### src/rtl/bin_to_bcd_seq.sv
// Sequential 27-bit binary to 8-digit packed BCD converter (double dabble).
// Optional leading-zero blank mask via macro BCD_LEADING_BLANK_EN.
module bin_to_bcd_seq (
  input  logic        i_clock,
  input  logic        i_reset,
  input  logic        i_start,
  input  logic [26:0] i_bin_in,
  output logic [31:0] o_bcd_out,
  output logic        o_busy,
  output logic        o_done,
  output logic        o_overflow,
  output logic [7:0]  o_blank
);

  typedef enum logic [1:0] {
    IDLE,
    SHIFT,
    FINISH
  } state_t;

  localparam logic [26:0] MAX_DEC = 27'd99_999_999;
  localparam logic [31:0] SAT_BCD = 32'h9999_9999;

  state_t      r_state;
  logic [31:0] r_bcd;
  logic [26:0] r_bin;
  logic [4:0]  r_cnt;
  logic        r_ovf;
  logic [31:0] r_bcd_out;
  logic        r_busy;
  logic        r_done;
  logic        r_overflow;
  logic [7:0]  r_blank;

  logic [31:0] w_bcd_adj;
  logic [58:0] w_work_next;
  logic [31:0] w_result;
  logic [7:0]  w_blank;

  // Add-3 correction on every BCD nibble that will overflow when doubled.
  always_comb begin
    w_bcd_adj = r_bcd;
    for (int i = 0; i < 8; i++) begin
      if (r_bcd[4*i +: 4] >= 4'd5) begin
        w_bcd_adj[4*i +: 4] = r_bcd[4*i +: 4] + 4'd3;
      end
    end
  end

  assign w_work_next = {w_bcd_adj, r_bin} << 1;

  // The overflow flag is latched at capture because the operand is
  // shifted out of the working register during conversion.
  assign w_result = r_ovf ? SAT_BCD : r_bcd;

`ifdef BCD_LEADING_BLANK_EN
  logic w_lead_zero;

  // Bit i is set while every digit from 7 down to i is zero; digit 0 is
  // never blanked so a zero result still shows one digit.
  always_comb begin
    w_blank     = 8'h00;
    w_lead_zero = 1'b1;
    for (int i = 7; i >= 1; i--) begin
      w_lead_zero = w_lead_zero & (w_result[4*i +: 4] == 4'h0);
      w_blank[i]  = w_lead_zero;
    end
  end
`else
  assign w_blank = 8'h00;
`endif

  // Control FSM, working registers and registered outputs.
  always_ff @(posedge i_clock) begin
    if (i_reset) begin
      r_state    <= IDLE;
      r_bcd      <= '0;
      r_bin      <= '0;
      r_cnt      <= '0;
      r_ovf      <= 1'b0;
      r_bcd_out  <= '0;
      r_busy     <= 1'b0;
      r_done     <= 1'b0;
      r_overflow <= 1'b0;
      r_blank    <= 8'h00;
    end else begin
      r_done <= 1'b0;
      unique case (r_state)
        IDLE: begin
          if (i_start) begin
            r_bin   <= i_bin_in;
            r_bcd   <= '0;
            r_cnt   <= 5'd27;
            r_ovf   <= (i_bin_in > MAX_DEC);
            r_busy  <= 1'b1;
            r_state <= SHIFT;
          end
        end
        SHIFT: begin
          r_bcd <= w_work_next[58:27];
          r_bin <= w_work_next[26:0];
          r_cnt <= r_cnt - 5'd1;
          if (r_cnt == 5'd1) begin
            r_state <= FINISH;
          end
        end
        FINISH: begin
          r_bcd_out  <= w_result;
          r_overflow <= r_ovf;
          r_blank    <= w_blank;
          r_done     <= 1'b1;
          r_busy     <= 1'b0;
          r_state    <= IDLE;
        end
        default: begin
          r_state <= IDLE;
        end
      endcase
    end
  end

  assign o_bcd_out  = r_bcd_out;
  assign o_busy     = r_busy;
  assign o_done     = r_done;
  assign o_overflow = r_overflow;
  assign o_blank    = r_blank;

endmodule

### config.mk
export PLATFORM = sky130hd
export DESIGN_NAME = bin_to_bcd_seq
export DESIGN_NICKNAME = d
export VERILOG_FILES = /design/src/rtl/bin_to_bcd_seq.sv
export SDC_FILE = /design/constraint.sdc
export NUM_CORES = 1
export LEC_CHECK = 0
export BUFFER_PORTS_ARGS = -buffer_cell sky130_fd_sc_hd__buf_4
export CAP_MARGIN = 30
export CORE_MARGIN = 5
export CORE_UTILIZATION = 56
export CTS_BUF_LIST = sky130_fd_sc_hd__clkbuf_8 sky130_fd_sc_hd__clkbuf_16
export DETAILED_ROUTE_END_ITERATION = 10
export GPL_TIMING_DRIVEN = 1
export PLACE_DENSITY = 0.86
export SLEW_MARGIN = 0
export SYNTH_ARGS = -nofsm -noshare
export SYNTH_HDL_FRONTEND = slang
export SYNTH_SLANG_ARGS = --single-unit
### constraint.sdc
create_clock -name i_clock -period 2.02 [get_ports i_clock]
set_input_delay 0.303 -clock i_clock [delete_from_list [all_inputs] [get_ports i_clock]]
set_output_delay 0.303 -clock i_clock [all_outputs]
set_load 0.1 [all_outputs]
# Word level (Yosys, flattened, before mapping)
# Index checks and enable logic that the tools add are counted.
# totals
regBits	102
input_bits	30
output_inout_bits	43
elab_cells	60
# classes
add_sub_neg	9
n_lt_le_gt_ge	9
eq_ne	5
mux	21
reduce_logical	7
# ops
op	count
2-to-1 mux 32 bit	2
one-hot mux 32 bit (2 select lines)	1
one-hot mux 27 bit (2 select lines)	1
greater-or-equal comparator 4 x 3 -> 1 bit (second input constant)	8
adder 4 x 2 -> 4 bit (second input constant)	7
2-to-1 mux 4 bit	7
greater-than comparator 27 bit (second input constant)	1
2-to-1 mux 27 bit	1
one-hot mux 5 bit (2 select lines)	1
AND reduction 2 bit	4
equality test 5 x 1 -> 1 bit (second input constant)	1
2-to-1 mux 5 bit	1
subtractor 5 x 1 -> 5 bit (second input constant)	1
2-to-1 mux 2 bit	2
!= test 2 bit (second input constant)	2
one-hot mux 2 bit (2 select lines)	1
nonzero test 2 bit	2
adder 3 x 2 -> 3 bit (second input constant)	1
2-to-1 mux 3 bit	1
equality test 2 x 1 -> 1 bit (second input constant)	1
equality test 2 bit (second input constant)	1
logical NOT 2 bit	1
2-to-1 mux 1 bit	2
one-hot mux 1 bit (2 select lines)	1

# Longest topological paths before layout
# depth
depth_word	3
mapped_depth	7
mapped_depth_nobuf	6

# Least setup slack after synthesis
# Ideal clock, no wire load.
# synth_timing
path_type	register to register
start	register r_state[1]
end	register r_ovf
setup_ps	133
arrival_ps	1279
required_ps	1887
slack_ps	608
path_stages_with_launch	7
path_buffers	2
synth_period_minus_slack_ps	1412
cell_sequence	dfxtp_1 buf_2 or3b_1 buf_2 and2_0 a31oi_1 o21ai_1
# synth_via
elab_chain_cells	2
# synth_lines
item	line	text
start: declaration	24	state_t r_state;
start signal: assignment	76	r_state <= IDLE;
start signal: assignment	96	r_state <= SHIFT;
start signal: assignment	104	r_state <= FINISH;
logical NOT 2 bit	88	unique case (r_state)
AND reduction 2 bit (no source line)	n/a	
end signal: assignment	94	r_ovf <= (i_bin_in > MAX_DEC);
end: declaration	28	logic r_ovf;
# Every way passes these cells.
# A chain may end at the register's enable or synchronous reset.

# Worst setup path in the final report
# layout_timing
start	register r_state[1]
end	register r_bcd[11]
# layout_via
elab_chain_cells	3
elab_cells_between_ends	6
classes_between	eq/ne: 2; mux: 1; reduce/logical: 3
# layout_lines
item	line	text
equality test 2 x 1 -> 1 bit / logical NOT 2 bit (equally long branches)	88	
nonzero test 2 bit (no source line) / != test 2 bit (equally long branches)	n/a	
AND reduction 2 bit (no source line)	n/a	
end signal: assignment	100	r_bcd <= w_work_next[58:27];
end: declaration	25	logic [31:0] r_bcd;
# Parallel ways exist; a longest one is shown, timed or not.

==> impl_results.md <==
* # nets final at 595
* Top-Level Pins at 73
* Category of the most critical setup path: register to register
* Net load switching power at 1150 uW
* DRC violation count after routing at 0
* Worst Path Arrival at roughly 1.9 ns
* Number of buffers created by CTS at 9
* Fillers at just over 600
* Initial antenna violation count at 0
* Leading area contributor after synthesis: sky130_fd_sc_hd__dfxtp_1
* Count of hold-fix buffers inserted at cts at 0
* Proportion of layout cells with a drive suffix above 1 at between 10% and 20%
* Total wire length after detailed routing at 9.87 mm
* Most frequent standard cell in the layout excluding fill and tap cells: sky130_fd_sc_hd__dfxtp_1
* Final instance area at 5160 sq um
* Leakage power total at 0.00205 uW
* Timing-limited maximum frequency at roughly 0.61 GHz
* Clock group share of total power at between 30% and 40%
* Net switching share of the total power at a little under 30%
* Sequential Power Share at between 50% and 60%
* DRT Pass-1 Iters at 4
* Post-layout min period at roughly 1.6 ns
* Die outline area at 9760 sq um
* Transition at the pin with the smallest max-transition slack at 0.727 ns
* Standard cell core area at slightly below 8000 sq um
* Highest-count cells in the layout ignoring fill and taps: sky130_fd_sc_hd__dfxtp_1 (102), sky130_fd_sc_hd__buf_4 (76), sky130_fd_sc_hd__a21oi_1 (55)
* Post-synthesis cell type count at 39
* Routability congestion estimate at 0.810
* Antenna diode count at 0
* Count of synthesis-stage warnings from yosys at 0
* Endpoint class of the critical path: register
* Post-CTS setup buffers at 0
* Number of DRC markers after the initial detailed-route iteration at 159
* Pint at 2710 uW
* Combinational share of power at about an eighth
* Count of cells resized by post-cts repair at 0
* Setup TNS Final at 0 ns
* PortBufs at 64
* Number of storage elements in the synthesis netlist at between 100 and 150
* Number of hold-slack violations in the final timing report at 0
* Number of pins exceeding their max-slew limit in the final report at 0
* Dpl cell area at slightly below 5000 sq um
* Gr ovfl total at 0
* Clock latency of the later-clocked register in the worst-skew pair at roughly 0.39 ns
* Clk root buf: sky130_fd_sc_hd__clkbuf_8
* Via count at ~3800
* Clock tree sinks at 102
* Area fraction of the dominant cell type after synthesis at between 40% and 50%
* Longest Clk Path Bufs at 2
* TritonCTS clock tree: built
* Combined global-route utilization of all metal layers at between 20% and 30%
* Std-Cell Rows at 32
* Initial standard-cell utilization of the core at 57.4%
* Area growth syn-to-layout at 16.9%
* Clock edge transition at the registers on the reported setup and hold paths at 0.10 ns
* Via count of the first global-routing pass at ~3700
* Number of max-capacitance violations reported at 0
* Cell Pwr Density at 749 nW/um^2
* Share of the clock period used by the worst path at between 80 and 90%
* Result of the run: complete, no violations
* Largest fanout on the critical path at 19
* Synth area leaders: sky130_fd_sc_hd__dfxtp_1 (46%), sky130_fd_sc_hd__a22o_1 (6.5%), sky130_fd_sc_hd__a21oi_1 (6.2%)
* Number of standard cells after synthesis at between 400 and 500
* Count of antenna-violating nets left after detailed routing at 0
* Routed length per instance at between 15 and 20 um
* Drt via density at around 5.8
* Maximum resistive drop on vdd at ~0.00062 V
* Cell area after synthesis at ~4400 sq um
* Die height at 98.8 um
* Number of levels the H-tree was split into at 3
* Startpoint type of the worst setup path: register
* Proportion of synthesized chip area in sequential cells at ~46%
* First-pass GRT wire length at about 17 mm
* Final clock skew at 0.0156 ns
* Mean area per synthesized cell at around 9 sq um
* Pin count of the biggest net entering global routing at 36
* Worst Hold Class: primary input to register
* Die span in x at 98.8 um
* Worst Path Required at approximately 2.3 ns
* Post-detail-place hpwl at ~7 mm
* Worst slew margin at 51.4%
* Number of endpoints failing setup at the final stage at 0
* Unrepaired setup endpoints after global routing: no
## path summary, 6_finish.rpt
check	startpoint	endpoint	slack [ns]	cells past startpoint
worst max register to register	r_state[1]	r_bcd[11]	0.39	5
worst max-delay path	r_state[1]	r_bcd[11]	0.39	5
worst min-delay path	i_bin_in[0]	r_bin[0]	0.18	3
worst min register to register	r_bin[25]	r_bin[25]	0.46	2
## synthesized netlist by cell type
| library cell | n |
|---|---|
| sky130_fd_sc_hd__a211oi_1 | 3 |
| sky130_fd_sc_hd__a21oi_1 | 55 |
| sky130_fd_sc_hd__a21oi_2 | 1 |
| sky130_fd_sc_hd__a221oi_1 | 1 |
| sky130_fd_sc_hd__a22o_1 | 33 |
| sky130_fd_sc_hd__a22oi_1 | 26 |
| sky130_fd_sc_hd__a311oi_1 | 1 |
| sky130_fd_sc_hd__a31oi_1 | 1 |
| sky130_fd_sc_hd__and2_0 | 1 |
| sky130_fd_sc_hd__and4_1 | 1 |
| sky130_fd_sc_hd__buf_2 | 19 |
| sky130_fd_sc_hd__buf_4 | 9 |
| sky130_fd_sc_hd__clkbuf_1 | 11 |
| sky130_fd_sc_hd__conb_1 | 1 |
| sky130_fd_sc_hd__dfxtp_1 | 102 |
| sky130_fd_sc_hd__ha_1 | 18 |
| sky130_fd_sc_hd__inv_1 | 20 |
| sky130_fd_sc_hd__mux2i_1 | 8 |
| sky130_fd_sc_hd__nand2_1 | 45 |
| sky130_fd_sc_hd__nand2b_1 | 10 |
| sky130_fd_sc_hd__nand3_1 | 17 |
| sky130_fd_sc_hd__nand3b_1 | 2 |
| sky130_fd_sc_hd__nand3b_2 | 1 |
| sky130_fd_sc_hd__nand4_1 | 3 |
| sky130_fd_sc_hd__nor2_1 | 21 |
| sky130_fd_sc_hd__nor2_2 | 2 |
| sky130_fd_sc_hd__nor2b_1 | 2 |
| sky130_fd_sc_hd__nor3_1 | 13 |
| sky130_fd_sc_hd__nor3_4 | 1 |
| sky130_fd_sc_hd__nor3b_1 | 1 |
| sky130_fd_sc_hd__nor3b_4 | 1 |
| sky130_fd_sc_hd__nor4_1 | 3 |
| sky130_fd_sc_hd__o21ai_0 | 28 |
| sky130_fd_sc_hd__o21ai_1 | 5 |
| sky130_fd_sc_hd__o31ai_1 | 1 |
| sky130_fd_sc_hd__or3_1 | 8 |
| sky130_fd_sc_hd__or3b_1 | 1 |
| sky130_fd_sc_hd__xnor2_1 | 8 |
| sky130_fd_sc_hd__xor2_1 | 7 |
## flip-flops by register name (all words and copies together), names as in the netlist
register and cells:
o_bcd_out 32, o_busy 1, o_done 1, o_overflow 1, r_bcd 32, r_bin 27, r_cnt 5, r_ovf 1
r_state 2
## cell type report
| class | count | area (sq um) | share of cell area, % |
|---|---|---|---|
| Multi-Input combinational cell | 337 | 2130 | 41.2 |
| Clock buffer | 9 | 124 | 2.40 |
| Inverter | 20 | 75.1 | 1.45 |
| Tap cell | 102 | 128 | 2.47 |
| Timing Repair Buffer | 77 | 591 | 11.4 |
| Sequential cell | 102 | 2040 | 39.6 |
| Clock inverter | 7 | 75.1 | 1.45 |
## power by group through the flow
stage	clock network, uW	logic, uW	registers (uW)
after CTS	1310	475	2110
after floorplan	0	337	2160
after global routing	1390	519	2120
final	1280	475	2110
after detailed placement	0	474	2160
after global placement	0	459	2150
## through the flow
step | hold slack [ns] | cells | total power (uW) | util (%) | setup WS (ns)
2_1_floorplan | 0.432 | 498 | 2500 | - | 0.608
3_3_place_gp | 0.438 | 638 | 2610 | 64.6 | 0.476
3_5_place_dp | 0.448 | 638 | 2630 | 64.6 | 0.406
4_1_cts | 0.160 | 654 | 3900 | 67.1 | 0.390
5_1_grt | 0.180 | 654 | 4030 | 67.1 | 0.212
6_report | 0.178 | 654 | 3870 | 67.1 | 0.386
## metal layers
metal / GRT usage [%] / wire [um]
met1: 25.2 / 4120
met5: 0 / 0
met4: 8.09 / 173
met2: 36.5 / 4920
met3: 5.17 / 655
## worst max-delay path, cell delays in order (launching register included)
cell                       delay [ns]
sky130_fd_sc_hd__dfxtp_1         0.52
sky130_fd_sc_hd__nand2b_1        0.39
sky130_fd_sc_hd__buf_4           0.30
sky130_fd_sc_hd__nor3_1          0.06
sky130_fd_sc_hd__o21ai_0         0.15
sky130_fd_sc_hd__a21oi_1         0.09
## cell families (layout without fill, tap and decap cells)
family | Yosys count | count (layout) | synth area share, %
buffers and inverters | 59 | 113 | 6.32
AND/OR/NAND/NOR | 133 | 133 | 15.1
flip-flops | 102 | 102 | 46.3
multiplexers | 8 | 8 | 1.81
other | 1 | 8 | 0.0850
XOR/XNOR | 15 | 15 | 2.98
AO/OA/AOI/OAI | 155 | 155 | 22.4
adder cells (fa/ha/maj) | 18 | 18 | 5.10
(Power assumes the default switching activity.)
